**config.mk**
```make
export PLATFORM = sky130hd
export DESIGN_NAME = serial_adder
export DESIGN_NICKNAME = d
export VERILOG_FILES = /design/src/rtl/serial_adder_pkg.sv /design/src/rtl/full_adder_cell.sv /design/src/rtl/serial_adder.sv
export SDC_FILE = /design/constraint.sdc
export NUM_CORES = 1
export LEC_CHECK = 0
export ABC_AREA = 1
export BUFFER_PORTS_ARGS = -buffer_cell sky130_fd_sc_hd__buf_2
export CAP_MARGIN = 20
export CORE_UTILIZATION = 35
export DETAILED_ROUTE_END_ITERATION = 12
export PLACE_DENSITY_LB_ADDON = 0.05
export SLEW_MARGIN = 20
export SYNTH_ARGS = -nofsm -noshare
export SYNTH_HDL_FRONTEND = slang
export SYNTH_SLANG_ARGS = --single-unit
```
**constraint.sdc**
```tcl
create_clock -name clk -period 2 [get_ports clk]
set_clock_uncertainty 0.1 [all_clocks]
set_input_delay 0.6 -clock clk [delete_from_list [all_inputs] [get_ports clk]]
set_output_delay 0.6 -clock clk [all_outputs]
set_load 0.05 [all_outputs]
```
**src/rtl/serial_adder_pkg.sv**
```systemverilog
// Shared types for the bit-serial adder: FSM state encoding and counter sizing.
package serial_adder_pkg;

  typedef enum logic [1:0] {
    IDLE  = 2'd0,
    SHIFT = 2'd1,
    DONE  = 2'd2
  } state_t;

  // Bit counter only needs to reach WIDTH-1; keep at least one bit for WIDTH=2.
  function automatic int cnt_width(input int w);
    return (w <= 2) ? 1 : $clog2(w);
  endfunction

endpackage

```
**src/rtl/full_adder_cell.sv**
```systemverilog
// One-bit combinational full adder used as the shared arithmetic cell of the serial adder.
module full_adder_cell (
  input  logic a,
  input  logic b,
  input  logic cin,
  output logic s,
  output logic cout
);

  assign s    = a ^ b ^ cin;
  assign cout = (a & b) | (a & cin) | (b & cin);

endmodule

```
**src/rtl/serial_adder.sv**
```systemverilog
// Bit-serial WIDTH-bit adder, LSB first through one full-adder cell with registered carry.
// Define SERIAL_ADDER_SUB_EN to add a 'sub' input selecting A-B (carry_out=1 means no borrow).
module serial_adder
  import serial_adder_pkg::*;
#(
  parameter int WIDTH = 8
) (
  input  logic             clk,
  input  logic             rst,
  input  logic             start,
  input  logic [WIDTH-1:0] a,
  input  logic [WIDTH-1:0] b,
`ifdef SERIAL_ADDER_SUB_EN
  input  logic             sub,
`endif
  output logic             busy,
  output logic             done,
  output logic [WIDTH-1:0] sum,
  output logic             carry_out
);

  localparam int CNT_W = cnt_width(WIDTH);

  state_t           state;
  logic [WIDTH-1:0] a_sh;
  logic [WIDTH-1:0] b_sh;
  logic [WIDTH-2:0] res_sh;
  logic             c;
  logic [CNT_W-1:0] cnt;
  logic             s_bit;
  logic             c_next;
  logic [WIDTH-1:0] res_next;

  full_adder_cell u_fa (
    .a    (a_sh[0]),
    .b    (b_sh[0]),
    .cin  (c),
    .s    (s_bit),
    .cout (c_next)
  );

  // The new bit enters at the MSB; after WIDTH shifts the full sum is aligned.
  assign res_next = {s_bit, res_sh};

  always_ff @(posedge clk) begin
    if (rst) begin
      state     <= IDLE;
      a_sh      <= '0;
      b_sh      <= '0;
      res_sh    <= '0;
      c         <= 1'b0;
      cnt       <= '0;
      busy      <= 1'b0;
      done      <= 1'b0;
      sum       <= '0;
      carry_out <= 1'b0;
    end else begin
      case (state)
        IDLE: begin
          done <= 1'b0;
          if (start) begin
            a_sh  <= a;
`ifdef SERIAL_ADDER_SUB_EN
            b_sh  <= sub ? ~b : b;
            c     <= sub;
`else
            b_sh  <= b;
            c     <= 1'b0;
`endif
            cnt   <= '0;
            busy  <= 1'b1;
            state <= SHIFT;
          end
        end
        SHIFT: begin
          res_sh <= res_next[WIDTH-1:1];
          a_sh   <= a_sh >> 1;
          b_sh   <= b_sh >> 1;
          c      <= c_next;
          cnt    <= cnt + CNT_W'(1);
          if (cnt == CNT_W'(WIDTH - 1)) begin
            sum       <= res_next;
            carry_out <= c_next;
            busy      <= 1'b0;
            done      <= 1'b1;
            state     <= DONE;
          end
        end
        DONE: begin
          done  <= 1'b0;
          state <= IDLE;
        end
        default: begin
          busy  <= 1'b0;
          done  <= 1'b0;
          state <= IDLE;
        end
      endcase
    end
  end

endmodule

```
# After elaboration in Yosys (flattened, before gate mapping)
# Cells that the tools add are included.
# W data, S select, Z words.
[classes]
add_sub_neg = 1
n_eq_ne = 5
mux = 14
n_bitwise = 9
n_reduce_logical = 7
[ops]
columns = ["operator", "n"]
rows = [
  ["$pmux W8 S2", 2],
  ["$mux W8", 2],
  ["$pmux W3 S2", 1],
  ["$reduce_and A2 Y1", 3],
  ["$mux W2", 2],
  ["$ne A2 B2 Y1 const B", 2],
  ["$pmux W2 S2", 1],
  ["$add A3 B1 Y3 const B", 1],
  ["$and A1 B1 Y1", 3],
  ["$eq A3 B3 Y1 const B", 1],
  ["$mux W1", 3],
  ["$mux W3", 1],
  ["$pmux W1 S3", 1],
  ["$reduce_and A3 Y1", 1],
  ["$eq A2 B1 Y1 const B", 1],
  ["$eq A2 B2 Y1 const B", 1],
  ["$logic_not A2 Y1", 1],
  ["$not A1 Y1", 2],
  ["$or A1 B1 Y1", 2],
  ["$pmux W1 S2", 1],
  ["$reduce_bool A2 Y1", 1],
  ["$reduce_or A2 Y1", 1],
  ["$xor A1 B1 Y1", 2],
]
[word_totals]
ff_bits = 40
in_bits = 19
out_inout_bits = 11
elab_cells = 46

# Depth between registers and ports, before layout
# Gate-level depths: netlist (run 1).
[depth]
depth_word = 4
mapped_depth = 7
mapped_depth_nobuf = 6

# Modules after synthesis
# A second synthesis (run 1) with hierarchy kept.
[unflattened]
hier_cells = 254
area_unflattened_um2 = 1813.0
[modules_own_cells]
columns = ["module", "n_inst", "cells_per_inst", "area_per_inst_um2", "seq_area_each_um2"]
rows = [
  ["serial_adder", 1, 253, 1793.0, 800.8],
  ["full_adder_cell", 1, 1, 20.0, 0.0],
]

# Least setup slack after synthesis (run 1)
# No wires, ideal clock.
[synth_timing]
path_type = "register to register"
start = "reg cnt[0]"
end = "reg sum[1]"
setup_ns = 0.114
arrival_time_ns = 1.199
required_ns = 1.786
setup_slack_ns = 0.587
stages_incl_launch_ff = 7
n_path_buf = 1
period_less_slack_ns = 1.413
cell_sequence = "dfxtp_1 ha_1 ha_1 clkbuf_1 nand2_1 nand3_1 nand2_1"
[synth_between]
elab_chain_cells = 2
[synth_lines]
columns = ["item", "line", "rtl"]
rows = [
  ["from (decl)", "serial_adder.sv:29", "logic [CNT_W-1:0] cnt;"],
  ["from (signal assigned)", "serial_adder.sv:80", "cnt <= cnt + CNT_W'(1);"],
  ["$eq A3 B3 Y1", "serial_adder.sv:81", "if (cnt == CNT_W'(WIDTH - 1)) begin"],
  ["$reduce_and A2 Y1 (no source line)", "--", ""],
  ["to (signal assigned)", "serial_adder.sv:82", "sum <= res_next;"],
  ["to (decl)", "serial_adder.sv:18", "output logic [WIDTH-1:0] sum,"],
]
# No other way between the ends.
# A chain may end at the register's enable or synchronous reset.

# Final worst setup path (run 1)
[layout_timing]
start = "reg state[1]"
end = "reg a_sh[2]"
[layout_between]
elab_chain_cells = 3
elab_cells_between_ends = 6
classes_between = "2 x eq/ne; 1 x mux; 3 x reduce/logical"
[layout_lines]
columns = ["item", "line", "rtl"]
rows = [
  ["from (decl)", "serial_adder.sv:24", "state_t state;"],
  ["from (signal assigned)", "serial_adder.sv:47", "state <= IDLE;"],
  ["from (signal assigned)", "serial_adder.sv:72", "state <= SHIFT;"],
  ["from (signal assigned)", "serial_adder.sv:86", "state <= DONE;"],
  ["$eq A2 B1 Y1 or $logic_not A2 Y1 (tied branches)", "serial_adder.sv:58", "case (state)"],
  ["$reduce_bool A2 Y1 (no source line) or $ne A2 B2 Y1 (tied branches)", "--", ""],
  ["$reduce_and A2 Y1 (no source line)", "--", ""],
  ["to (signal assigned)", "serial_adder.sv:77", "a_sh <= a_sh >> 1;"],
  ["to (decl)", "serial_adder.sv:25", "logic [WIDTH-1:0] a_sh;"],
]
# Several ways; a longest one is shown, not always the timed one.

==> impl_metrics.yaml, run 1 <==
run_status:
  status: "finished clean"
yosys:
  syn_inst: 254
  yosysWarnings: 0
  ys_types: 18
  syn_area_per_cell_sq_um: 7.08
  synthesis.area_sq_um: 1800
  ys_seq_elements: 40
  seq_area_frac_synth_pct: 44.5
  synth_nets: 276
detailed_routing:
  postRouteAntennaNets: 0
  vias: 1569
  drt_iter0_markers: 92
  wl_um: 3810
  dr.pass1.iters: 4
  wl_per_cell_um: 10.9
  viasPerCell: 4.50
  drcViolationCount: 0
finish:
  most-common-layout-cells: "nand2_1, nand3_1, dfxtp_1, inv_1, nor2_1"
  nNetsFinal: 304
  antenna_cells: 0
  layout_commonest_cell: "nand2_1"
  fill_cells: 525
  syn_to_final_growth_pct: 18.4
  multi_input_area_sq_um: 774
  seq_area_sq_um: 801
  drive_gt1_share_pct: 17.4
cts:
  cts-resized-gates: 0
  cts_tree: "done"
  clk_latency_ps: 290
  cts.sinks: 40
  htreeDepth: 2
  numCtsBuffers: 5
  clkTransAtPathRegs_ps: 80
  clock-root-buffer: "clkbuf_8"
  cts_hold_buf: 0
  clock_path_buffers: 2
  postCtsSetupBuffers: 0
global_routing:
  grt_max_degree: 26
  grt_pass1_vias: 1432
  antenna_found_initial: 0
  grt_usage_pct: 16.0
  grt_first_pass_wirelength_um: 6630
  overflow: 0
critical_path:
  path_max_fanout: 18
  worstPathRequired_ps: 2070
  startpoint_type: "register"
  crit_type: "reg2reg"
  critPathArrivalTime_ps: 1690
  endpoint_kind: "register"
  reg2reg_from: "state[1]"
  regToRegEndpoint: "a_sh[2]"
  r2r_slack_ps: 380
  rr_worst_depth: 5
  critPathLaunch: "state[1]"
sta:
  tns_ps: 0
  rsz0062_at_grt: "false"
  fmax_ghz: 0.617
  worstMarginPinSlew_ps: 481
  drv_slew: 0
  relSlewSlack_pct: 67.8
  hold_violations: 0
  period_needed_ps: 1620
  setup_viol: 0
  whs_ps: 363
  fin_crit_sh_pct: 81.0
floorplan:
  core_area_sq_um: 4850
  num_rows: 25
  die-area_sq_um: 5430
  num_io_pins: 30
  die_w_um: 73.7
  die_h_um: 73.7
  start_util_pct: 37.1
power_and_ir_drop:
  p_leak_nw: 1.05
  powerDensity_nw_per_um2: 866
  ir_worst_vdd_uv: 542
worst_hold_path:
  hold_depth: 2
  whs_endpoint: "sum[4]"
  hold_path.class: "reg2reg"
  hold_start: "sum[4]"
flow_run:
  drv_cap: 0
place:
  portBuffers: 29
  dp_hpwl_um: 2570
  gp_congestion: 0.701
==> worst max-delay path by stage <==
stage | depth (start not counted) | end
detailed placement | 5 | a_sh[2]
CTS | 5 | a_sh[2]
global route | 5 | a_sh[2]
global placement | 5 | a_sh[2]
floorplan | 6 | sum[1]
finish | 5 | a_sh[2]
==> report_power, final <==
group,internal (mW),leakage (nW),switching (mW)
Clock,0.491,0.0642,0.274
Sequential,0.840,0.328,0.0195
Combinational,0.0866,0.653,0.133
Total,1.42,1.05,0.426
==> flip-flops by register name, summed over array words and instances, names as in the netlist <==
signal	flops
a_sh	8
b_sh	8
busy	1
c	1
carry_out	1
cnt	3
done	1
res_sh	7
state	2
sum	8
==> stage by stage <==
| step | total power [mW] | utilization [%] | setup slack, ps | std cells | instance area [sq um] |
|---|---|---|---|---|---|
| 3_3_place_gp | 1.10 | 41.3 | 339 | 342 | 2000 |
| 4_1_cts | 1.87 | 43.9 | 368 | 349 | 2130 |
| 6_report | 1.84 | 43.9 | 380 | 349 | 2130 |
| 5_1_grt | 1.94 | 43.9 | 204 | 349 | 2130 |
| 3_5_place_dp | 1.10 | 41.3 | 356 | 342 | 2000 |
| 2_1_floorplan | 1.04 | - | 587 | 254 | 1800 |
==> kinds of logic (layout without fill, tap and decap cells) <==
logic type      count (synthesis)  after routing  share of synthesized area (%)
simple gates                  139            139                           34.1
buf+inv                        49             77                           12.4
flops                          40             40                           44.5
compound gates                 23             23                           6.40
fa+ha+maj                       3              3                           2.50
==> area by class of cell <==
cell class | instances | share of cell area [%]
Sequential cell | 40 | 37.6
Multi-Input combinational cell | 165 | 36.4
Timing Repair Buffer | 37 | 10.2
Inverter | 33 | 5.82
Tap cell | 67 | 3.94
Clock buffer | 5 | 3.23
Clock inverter | 2 | 2.82
==> critical path, stage by stage (launching register included) <==
cell	delay, ps
dfxtp_1	350
inv_2	250
nand2_2	290
buf_12	250
nor3_1	190
nor2_1	70
==> cell usage after synthesis <==
| master | instances | area, sq um |
|---|---|---|
| nor2_1 | 30 | 113 |
| buf_4 | 6 | 45.0 |
| a21oi_1 | 11 | 55.1 |
| buf_2 | 8 | 40.0 |
| dfxtp_1 | 40 | 801 |
| nand3_1 | 43 | 215 |
| buf_6 | 1 | 11.3 |
| nand2_2 | 2 | 12.5 |
| inv_1 | 31 | 116 |
| clkbuf_1 | 1 | 3.75 |
| fa_1 | 1 | 20.0 |
| inv_2 | 2 | 7.51 |
| nor3_1 | 15 | 75.1 |
| nand2_1 | 46 | 173 |
| o21ai_0 | 12 | 60.1 |
| ha_1 | 2 | 25.0 |
| nor2_4 | 1 | 11.3 |
| nand3b_1 | 2 | 15.0 |
==> metal layers <==
| metal | track usage, % | routed length (um) |
|---|---|---|
| met3 | 4.25 | 129 |
| met2 | 24.7 | 1600 |
| met1 | 22.0 | 2060 |
| met5 | 0 | 0 |
| met4 | 4.49 | 15 |
Power figures use the tool's default switching activity.
==> run 2, diff against run 1 <==
Clock period 2 ns to 1.35 ns, I/O delays scaled along.
==> impl_metrics.yaml, run 2 (synthesized netlist as in run 1, its figures left out) <==
critical_path:
  cp_num_buf_inv: 1
  max_stage_delay_ps: 350
  crit_family: "flip-flops"
  endpoint_kind: "output port"
  path_max_fanout: 2
  critPathArrivalTime_ps: 810
  crit_type: "reg2out"
  crit_path_cell_trace: "buf_6"
  worstPathRequired_ps: 850
  r2r_slack_ps: 70
  critPathLaunch: "sum[5]"
  startpoint_type: "register"
  reg2reg_from: "a_sh[0]"
  rr_worst_depth: 3
  crit_path_top_delay_cell: "dfxtp_1"
  regToRegEndpoint: "sum[7]"
floorplan:
  core_area_sq_um: 4850
  die_h_um: 73.7
  die-area_sq_um: 5430
  start_util_pct: 37.1
  die_w_um: 73.7
  num_rows: 25
  num_io_pins: 30
finish:
  layout_commonest_cell: "nand2_1"
  top_regs: "a_sh (8), b_sh (8), sum (8)"
  nNetsFinal: 312
  drive_gt1_share_pct: 23.8
  most-common-layout-cells: "nand2_1, nand3_1, inv_1, dfxtp_1, nor2_1"
  syn_to_final_growth_pct: 29.1
  antenna_cells: 0
sta:
  rsz0062_at_grt: "false"
  period_needed_ps: 1320
  hold_violations: 0
  fin_crit_sh_pct: 97.5
  whs_ps: 238
  setup_viol: 0
  relSlewSlack_pct: 86.7
  fmax_ghz: 0.760
  drv_slew: 0
  worstMarginPinSlew_ps: 198
worst_hold_path:
  whs_endpoint: "b_sh[1]"
  hold_depth: 3
  hold_path.class: "in2reg"
  hold_start: "b[1]"
flow_run:
  drv_cap: 0
detailed_routing:
  postRouteAntennaNets: 0
  dr.pass1.iters: 4
  vias: 1608
  wl_per_cell_um: 11.2
  viasPerCell: 4.50
  drt_iter0_markers: 66
  drcViolationCount: 0
  wl_um: 4000
cts:
  clock-root-buffer: "clkbuf_8"
  numCtsBuffers: 5
  postCtsSetupBuffers: 0
  clock_path_buffers: 2
  htreeDepth: 2
  cts_tree: "done"
  clk_latency_ps: 290
  cts_hold_buf: 0
  cts.sinks: 40
  clkTransAtPathRegs_ps: 80
global_routing:
  grt_usage_pct: 16.3
  antenna_found_initial: 0
  grt_max_degree: 20
  grt_first_pass_wirelength_um: 6600
  overflow: 0
  grt_pass1_vias: 1390
power_and_ir_drop:
  total_power_mw: 2.78
  ir_worst_vdd_uv: 452
  powerDensity_nw_per_um2: 1200
  p_leak_nw: 1.11
place:
  portBuffers: 29
  dp_hpwl_um: 2740
  gp_congestion: 0.754
run_status:
  status: "finished clean"
-- run 2: cell type report --
cell class	count	area (sq um)
fillers	527	2530
flip-flops and latches	40	812
multi-input cells	165	802
repair buffers	45	372
inverters	33	124
well taps	67	83.8
clock buffers	5	68.8
clock inverters	2	60.1
-- run 2: how the worst max path moves through the flow --
stage,endpoint,cells past startpoint
2_1_floorplan,carry_out,6
3_3_place_gp,carry_out,5
3_5_place_dp,sum[5],5
4_1_cts,sum[7],1
5_1_grt,sum[1],1
6_report,sum[5],1
-- run 2: layer usage --
metal | GRT usage, % | share of wire, % | vias to the layer above
met5 | 0 | 0 | -
met3 | 4.12 | 3.7 | 4
li1 | - | - | 872
met1 | 23.6 | 53 | 707
met4 | 6.41 | 1.3 | 0
met2 | 22.8 | 42 | 25
-- run 2: repair_timing --
action | CTS | global route
pin swaps | 0 | 1
endpoints found under the setup margin | 20 | 30
resized for setup | 15 | 22
-- run 2: worst min-delay path, cell delays in order --
cell and delay (ps):
buf_2 80, nor3_1 40, nor2_1 80
-- run 2: through the flow --
| step | util (%) | cell area [sq um] | std cells | setup WS [ps] | setup TNS [ps] |
|---|---|---|---|---|---|
| 6_report | 47.9 | 2320 | 357 | 33.9 | 0 |
| 5_1_grt | 47.9 | 2320 | 357 | 0.675 | 0 |
| 4_1_cts | 46.5 | 2250 | 357 | 1.26 | 0 |
| 3_5_place_dp | 43.0 | 2090 | 350 | -43.8 | -247 |
| 3_3_place_gp | 43.0 | 2090 | 350 | -9.16 | -39.9 |
| 2_1_floorplan | - | 1800 | 254 | 2.58 | 0 |
-- run 2: report_power, final --
part	total [mW]	leakage [nW]	switching, mW	internal (mW)
clock network	1.14	0.0642	0.416	0.728
logic	0.355	0.714	0.201	0.154
registers	1.28	0.332	0.0324	1.25
==> run 3, diff against run 2 <==
Settings changed: CORE_UTILIZATION 35 to 49.
==> impl_metrics.yaml, run 3 (synthesized netlist as in run 1, its figures left out) <==
run_status:
  status: "complete, but fails checks"
  violations: "negative setup slack"
cts:
  clock-root-buffer: "clkbuf_4"
  cts.sinks: 40
  numCtsBuffers: 5
  clkTransAtPathRegs_ps: 120
  htreeDepth: 2
  cts_tree: "done"
  clk_latency_ps: 340
  clock_path_buffers: 2
global_routing:
  grt_usage_pct: 21.5
  antenna_found_initial: 0
  overflow: 0
  grt_first_pass_wirelength_um: 6620
  grt_max_degree: 33
  grt_pass1_vias: 1541
place:
  dp_hpwl_um: 2490
  gp_congestion: 0.752
  dp.cells: 326
  portBuffers: 29
  dpl-instance-area_sq_um: 2040
power_and_ir_drop:
  total_power_mw: 2.58
  p_leak_nw: 1.13
  powerDensity_nw_per_um2: 1120
  ir_worst_vdd_uv: 765
finish:
  most-common-layout-cells: "nand2_1, nand3_1, inv_1, nor2_1, dfxtp_1"
  nNetsFinal: 314
  top_regs: "a_sh (8), b_sh (8), sum (8)"
  layout_commonest_cell: "nand2_1"
  syn_to_final_growth_pct: 28.5
  fin_cells: 338
  drive_gt1_share_pct: 25.3
  fill_cells: 324
  antenna_cells: 0
  design_area_sq_um: 2310
floorplan:
  num_io_pins: 30
  die_w_um: 62.6
  die_h_um: 62.6
  num_rows: 21
  die-area_sq_um: 3920
  core_area_sq_um: 3420
  start_util_pct: 52.7
sta:
  worstMarginPinSlew_ps: 253
  rsz0062_at_grt: "true"
  whs_ps: 180
  fin_ws_ps: -40.9
  relSlewSlack_pct: 83.1
  drv_slew: 0
  hold_violations: 0
  setup_viol: 11
  fin_crit_sh_pct: 103
  period_needed_ps: 1390
  fmax_ghz: 0.719
critical_path:
  crit_type: "reg2out"
  worstPathRequired_ps: 850
  crit_path_top_delay_cell: "dfxtp_2"
  cp_num_buf_inv: 1
  crit_path_cell_trace: "buf_8"
  endpoint_kind: "output port"
  crit_family: "flip-flops"
  max_stage_delay_ps: 380
  critPathArrivalTime_ps: 890
  path_max_fanout: 2
  startpoint_type: "register"
detailed_routing:
  vias: 1658
  viasPerCell: 4.91
  drt_iter0_markers: 55
  postRouteAntennaNets: 0
  wl_um: 3840
  drcViolationCount: 0
  dr.pass1.iters: 4
  wl_per_cell_um: 11.4
worst_hold_path:
  hold_path.class: "in2reg"
flow_run:
  drv_cap: 0
==> run 3: stage by stage <==
stage	utilization (%)	setup TNS [ps]	setup WS, ps
2_1_floorplan	-	0	2.58
3_3_place_gp	59.6	-34.4	-13.4
3_5_place_dp	59.6	-365	-52.8
4_1_cts	65.8	-181	-30.1
5_1_grt	67.7	-714	-81.8
6_report	67.7	-128	-40.9
==> run 3: area by class of cell <==
cell class / instances / area (sq um) / share of cell area, %
Inverter: 33 / 126 / 5.47
Tap cell: 46 / 57.6 / 2.49
Clock inverter: 2 / 60.1 / 2.60
Clock buffer: 5 / 37.5 / 1.62
Timing Repair Buffer: 47 / 417 / 18.0
Sequential cell: 40 / 820 / 35.4
Multi-Input combinational cell: 165 / 795 / 34.4
==> run 3: layer usage <==
metal | track usage [%] | routed length (um) | vias to the layer above | part of all wire [%]
li1 | - | - | 881 | -
met1 | 25.8 | 1830 | 746 | 48
met2 | 35.3 | 1820 | 29 | 47
met3 | 6.93 | 157 | 2 | 4.1
met4 | 8.72 | 35 | 0 | 0.91
met5 | 0 | 0 | - | 0
==> run 3: what timing repair did <==
item	in CTS	in global routing
endpoints found under the setup margin	20	43
setup buffers	2	3
hold buffers	0	0
gates resized for setup	37	13
==> run 3: worst min-delay path: cells and delay by family <==
family	cells	cell delay, ps
AND/OR/NAND/NOR	2	120
buffers and inverters	1	70
==> run 3: final timing paths <==
kind                              from  endpoint  slack, ps  cells after the start
worst max-delay path            sum[6]    sum[6]        -40                      1
worst min-delay path              b[4]   b_sh[4]        180                      3
worst max register to register       c    sum[7]         50                      3
worst min register to register  cnt[0]    cnt[0]        340                      1
==> run 3: report_power, final <==
part           internal [mW]  switching, mW
clock network          0.567          0.391
registers               1.24         0.0312
logic                  0.151          0.199
